File: src/rtl/pc_fetch_ctrl.sv
// ============================================================================
//  Module   : pc_fetch_ctrl
//  Purpose  : PC register, IDLE/FETCH/HALTED sequencer, imem req/ack handshake
//             and next-PC selection for the single-cycle CPU.
//  Revision : 1.0  initial release
// ============================================================================
`default_nettype none

module pc_fetch_ctrl #(
  parameter logic [31:0] RESET_ADDR = 32'h0000_0000
) (
  input  logic        Clk,
  input  logic        Reset,
  input  logic        Run,
  input  logic        Halt,
  output logic        ImemReq,
  input  logic        ImemAck,
  input  logic        Branch,
  input  logic        Zero,
  input  logic [15:0] Imm,
  input  logic        Jump,
  input  logic [25:0] JumpTarget,
  input  logic        JumpReg,
  input  logic [31:0] RegData,
  output logic [31:0] PCAddr,
  output logic [31:0] NextPC,
  output logic        PCWrite,
  output logic        Halted,
  output logic        AlignErr,
  output logic [31:0] InstrCount
);

  typedef enum logic [1:0] {
    IDLE   = 2'd0,
    FETCH  = 2'd1,
    HALTED = 2'd2
  } state_t;

  localparam logic [31:0] c_count_max = 32'hFFFF_FFFF;

  state_t      r_state;
  logic [31:0] r_pc;
  logic [31:0] r_count;
  logic [31:0] w_pc4;
  logic [31:0] w_br_off;
  logic        w_commit;

  assign w_pc4    = r_pc + 32'd4;
  assign w_br_off = {{14{Imm[15]}}, Imm, 2'b00};

  always_comb begin
    NextPC = w_pc4;
    if (JumpReg)
      NextPC = {RegData[31:2], 2'b00};
    else if (Jump)
      NextPC = {w_pc4[31:28], JumpTarget, 2'b00};
    else if (Branch && Zero)
      NextPC = w_pc4 + w_br_off;
  end

  // Handshake and status outputs decode straight from the registered state.
  assign w_commit   = (r_state == FETCH) && ImemAck;
  assign ImemReq    = (r_state == FETCH);
  assign Halted     = (r_state == HALTED);
  assign PCWrite    = w_commit;
  assign AlignErr   = w_commit && JumpReg && (RegData[1:0] != 2'b00);
  assign PCAddr     = r_pc;
  assign InstrCount = r_count;

  always_ff @(posedge Clk or negedge Reset) begin
    if (!Reset) begin
      r_state <= IDLE;
      r_pc    <= RESET_ADDR;
      r_count <= 32'd0;
    end else begin
      case (r_state)
        IDLE: begin
          if (Run)
            r_state <= FETCH;
        end
        FETCH: begin
          if (ImemAck) begin
            r_pc <= NextPC;
            if (r_count != c_count_max)
              r_count <= r_count + 32'd1;
            if (Halt)
              r_state <= HALTED;
          end
        end
        HALTED: begin
          if (Run && !Halt)
            r_state <= FETCH;
        end
        default: r_state <= IDLE;
      endcase
    end
  end

endmodule

`default_nettype wire

File: config.mk
export PLATFORM = sky130hd
export DESIGN_NAME = pc_fetch_ctrl
export DESIGN_NICKNAME = d
export VERILOG_FILES = /design/src/rtl/pc_fetch_ctrl.sv
export SDC_FILE = /design/constraint.sdc
export NUM_CORES = 1
export LEC_CHECK = 0
export ABC_CLOCK_PERIOD_IN_PS = 7000
export CORE_MARGIN = 4
export CORE_UTILIZATION = 34
export DETAILED_ROUTE_END_ITERATION = 12
export DONT_BUFFER_PORTS = 1
export SKIP_LAST_GASP = 1
export SYNTH_ARGS = -nofsm -noshare
export SYNTH_HDL_FRONTEND = slang
export SYNTH_SLANG_ARGS = --single-unit
File: constraint.sdc
create_clock -name Clk -period 7 [get_ports Clk]
set_input_delay 2.1 -clock Clk [delete_from_list [all_inputs] [get_ports Clk]]
set_output_delay 2.1 -clock Clk [all_outputs]
set_load 0.03 [all_outputs]
Yosys cells after proc, flatten, opt, wreduce, memory -nomap -nowiden
Cells that the tools add are included.
{"block": "totals", "ff_bits": 66, "inputBits": 83, "out_inout_bits": 100, "elab_cells": 32}
{"block": "classes", "addsub": 3, "n_eq_ne": 7, "n_mux": 8, "reduce_logical": 11}
{"op": "32-bit two-way mux", "count": 3}
{"op": "32-bit by 1-bit adder with 32-bit output, second input constant", "count": 1}
{"op": "32-bit by 3-bit adder with 32-bit output, second input constant", "count": 1}
{"op": "32-bit adder", "count": 1}
{"op": "32-bit inequality test, second input constant", "count": 1}
{"op": "2-bit two-way mux", "count": 4}
{"op": "2-bit case mux with 3 select lines", "count": 1}
{"op": "1-bit logical AND", "count": 5}
{"op": "2-bit by 1-bit inequality test with 1-bit output, second input constant", "count": 2}
{"op": "2-bit inequality test, second input constant", "count": 2}
{"op": "4-bit AND reduction", "count": 1}
{"op": "3-bit AND reduction", "count": 1}
{"op": "2-bit by 1-bit equality test with 1-bit output, second input constant", "count": 1}
{"op": "2-bit equality test, second input constant", "count": 1}
{"op": "2-bit zero test", "count": 1}
{"op": "2-bit AND reduction", "count": 1}
{"op": "2-bit nonzero test", "count": 1}
{"op": "1-bit zero test", "count": 1}

Depth between registers and ports, before layout
{"block": "depth", "word_depth": 5, "ltp_mapped": 16, "mapped_depth_nobuf": 14}

Worst setup path after synthesis
OpenSTA, ideal clock, no wires.
{"block": "synth_path", "path_kind": "input -> output", "start": "input Imm[0]", "end": "output NextPC[22]", "arrival_ns": 4.712, "required_ns": 4.900, "path_slack_ns": 0.188, "stages": 10, "path_buffers": 0, "path_cell_list": "ha_1 > fa_1 > a21o_1 > a221o_1 > o2111ai_1 > a21oi_1 > xnor2_1 > nor2_1 > o31a_1 > o21ai_0"}
{"block": "synth_via", "elab_chain_cells": 4}
{"element": "start: declaration", "line_no": "20", "source": "input logic [15:0] Imm,"}
{"element": "32-bit adder", "line_no": "58", "source": "NextPC = w_pc4 + w_br_off;"}
{"element": "32-bit two-way mux", "line_no": "57", "source": "else if (Branch && Zero)"}
{"element": "32-bit two-way mux", "line_no": "55", "source": "else if (Jump)"}
{"element": "32-bit two-way mux", "line_no": "53", "source": "if (JumpReg)"}
{"element": "end: declaration", "line_no": "26", "source": "output logic [31:0] NextPC,"}
Every way passes these cells.

Worst setup path after layout
{"block": "layout_path", "start": "input Imm[0]", "end": "output NextPC[24]"}
Same word-level chain as after synthesis.

==> impl_metrics.py <==
metrics = {
    "floorplanning": {
        "die_h_um": 140.5,
        "dieArea_um2": 19740,
        "die_w_um": 140.5,
        "start_util_pct": 34.63,
        "num_rows": 48,
        "core_um2": 17240,
        "io_pins": 183,
    },
    "routing": {
        "dr.pass1.iters": 6,
        "drt_iter0_markers": 521,
        "wl_per_cell_um": 21.16,
        "ant_nets": 0,
        "num_vias": 5786,
        "via_per_inst": 5.856,
        "route.detailed.drc": 0,
        "routed_wl_um": 20910,
    },
    "logic_synthesis": {
        "ys.warnings.count": 0,
        "synth_area_um2": 5969,
        "synth_top_family_by_area": "simple AND/OR/NAND/NOR gates",
        "synthMuxAreaShare_pct": 3.333,
        "avgSynthCellArea_um2": 8.089,
        "synth-seq-cells": 66,
        "synthXorXnorAreaFrac_pct": 11.15,
        "synthAdderAreaFrac_pct": 8.300,
        "synth_compound_area_share_pct": 21.74,
        "yosysUniqueCellTypes": 63,
        "yosysSeqAreaShare_pct": 27.67,
        "async_reset_ff_share_pct": 100.0,
        "syn_inst": 738,
        "synth_ff_type": "dfrtp_1",
        "syn-num-nets": 860,
        "synth-simple-area-share_pct": 24.61,
        "synth_edf_count": 0,
    },
    "timing": {
        "finalHoldViolations": 0,
        "rsz0062_at_grt": "no",
        "setup-tns-final_ns": 0,
        "finClkSkew_ns": 0.01474,
        "hold_ws_ns": 0.5782,
        "fmax_mhz": 146.9,
        "fin_crit_sh_pct": 97.28,
        "slew_violations": 0,
        "max-slew-margin-rel_pct": 24.23,
        "worst_pin_slew_ns": 1.127,
        "period_minus_slack_ns": 6.810,
        "setup_ws_ns": 0.1905,
        "finalSetupViolCount": 0,
    },
    "setup_path": {
        "r2r_end": "PCAddr[31]$_DFFE_PN0P_",
        "crit_fanout": 3,
        "cp.required_ns": 4.90,
        "reg2reg_depth": 15,
        "r2r_setup_slack_ns": 2.38,
        "r2r-start": "PCAddr[8]$_DFFE_PN0P_",
        "start_kind": "input port",
        "crit_path_end_kind": "output port",
        "criticalPathCategory": "in2out",
        "worstPathArrival_ns": 4.71,
    },
    "grt": {
        "antenna_found_initial": 0,
        "track_usage_pct": 20.68,
        "grt_pass1_wl_um": 31930,
        "grt-ovfl-total": 0,
        "grt_pass1_vias": 5517,
        "grt_start_max_net_pins": 67,
    },
    "cells_and_area": {
        "areaGrowthSynthToFinish_pct": 13.02,
        "final_cell_area_um2": 6746,
        "drive_gt1_share_pct": 10.62,
        "diodes": 0,
        "nets": 882,
        "fin_cells": 988,
        "multiInputGateArea_um2": 4144,
        "seq_area_um2": 1652,
        "fillers": 1752,
    },
    "min_path": {
        "hold_depth": 1,
        "hp-start": "r_state[0]$_DFFE_PN0P_",
        "hold_end": "r_state[0]$_DFFE_PN0P_",
        "timing.hold.worst.class": "reg2reg",
    },
    "placed_design": {
        "place_area_um2": 6435,
        "place.gp.congestion": 0.9293,
        "dp_hpwl_um": 16010,
        "dpl_worst_slack_ns": -0.02757,
        "portBuffers": 0,
        "place_inst": 974,
    },
    "power_and_ir_drop": {
        "power.density_nw_per_um2": 428.9,
        "peakVddDrop_mv": 0.1384,
        "leakage_nw": 2.976,
    },
    "clock_network": {
        "cts_buffers": 9,
        "cts_tree": "built",
        "clk_pin_slew_ns": 0.05,
        "ctsHoldBuffers": 0,
        "clk_latency_ns": 0.34,
        "cts_sinks": 66,
        "cts.path.max_buffers": 2,
        "htree_num_levels": 3,
        "clockRootBuffer": "clkbuf_16",
    },
    "run_status": {
        "outcome": "complete, no violations",
    },
    "job": {
        "maxCapViolations": 0,
    },
}
-- registers in the layout (all words and copies together), names as in the netlist --
signal,count
PCAddr,32
r_state,2
InstrCount,32
-- cell usage in the layout, fill, tap and decap left out, types with 4 or more instances in the layout --
master and count:
nand3_1 38, o211ai_1 12, a31oi_1 10, inv_1 19, buf_4 40, nand2b_1 5, xnor2_1 53, and3_1 14
o21ai_0 39, o21bai_1 4, clkbuf_16 9, nor3_1 17, ha_1 38, o311a_1 4, o21a_1 6, a21o_1 21
nand4_1 21, and2_1 10, nor2_1 52, o211a_1 4, or3_1 4, dfrtp_1 66, mux2_2 15, and4_1 11
nand2_1 105, a21boi_0 5, o31ai_1 10, a21oi_1 39, xor2_1 23, nor4_1 7, a211oi_1 11
-- synth_stat cells (20+ instances only) --
| library cell | instances | share of area [%] |
|---|---|---|
| clkbuf_1 | 27 | 1.7 |
| o21ai_0 | 39 | 3.3 |
| nand2_1 | 105 | 6.6 |
| nor2_1 | 52 | 3.3 |
| xnor2_1 | 53 | 7.8 |
| nand4_1 | 21 | 2.2 |
| a21oi_1 | 39 | 3.3 |
| inv_1 | 20 | 1.3 |
| xor2_1 | 23 | 3.4 |
| a21o_1 | 21 | 2.6 |
| dfrtp_1 | 66 | 28 |
| nand3_1 | 38 | 3.2 |
| ha_1 | 38 | 8.0 |
-- stage by stage --
| step | util, % | total power, mW |
|---|---|---|
| final | 39.14 | 2.894 |
| after floorplan | - | 1.959 |
| after global routing | 39.14 | 3.083 |
| after CTS | 39.07 | 2.861 |
| after detailed placement | 37.33 | 2.385 |
| after global placement | 37.33 | 2.374 |
-- how the worst max path moves through the flow --
stage          startpoint          to  cells after the start
2_1_floorplan      Imm[0]  NextPC[22]                     10
3_3_place_gp       Imm[0]  NextPC[30]                     11
3_5_place_dp       Imm[0]  NextPC[30]                     11
4_1_cts            Imm[0]  NextPC[30]                     11
5_1_grt            Imm[6]  NextPC[23]                     10
6_report           Imm[0]  NextPC[24]                     11
-- power breakdown --
part	leakage, nW	internal, mW	switching, mW
clock network	0.141	0.291	0.172
logic	1.99	0.633	0.974
registers	0.843	0.482	0.340
total	2.98	1.41	1.49
-- per-layer routing --
layer  share of wire, %  track usage (%)
met2                 44            31.30
met5                  0                0
met3                 10            7.784
met4                2.4            6.884
met1                 44            27.21
-- layout make-up --
class	instances	area share, %
Tap cell	225	4.173
Sequential cell	66	24.48
Inverter	20	1.113
Clock inverter	2	0.5564
Multi-Input combinational cell	623	61.42
Clock buffer	12	3.802
Timing Repair Buffer	40	4.451
-- worst max-delay path: stages --
cell	delay, ns
ha_1	0.21
fa_1	0.42
a21o_1	0.21
a221o_1	0.34
o211ai_1	0.31
nand3b_1	0.16
a31oi_1	0.22
mux2_2	0.35
nand3_1	0.15
nor2_1	0.06
buf_4	0.16
-- cells by family (layout without fill, tap and decap cells) --
| family | after synthesis | in the layout |
|---|---|---|
| AND/OR/NAND/NOR | 297 | 297 |
| AO/OA/AOI/OAI | 193 | 193 |
| XOR/XNOR | 76 | 76 |
| flip-flops | 66 | 66 |
| buffers and inverters | 49 | 74 |
| adder cells (fa/ha/maj) | 39 | 39 |
| multiplexers | 18 | 18 |
-- repair_timing --
action,4_1_cts,5_1_grt
gates cloned,0,0
setup buffers,0,0
pin swaps,0,0
gates resized for setup,1,2
hold endpoints to repair,0,0
endpoints found under the setup margin,1,1
(Power assumes the default switching activity.)
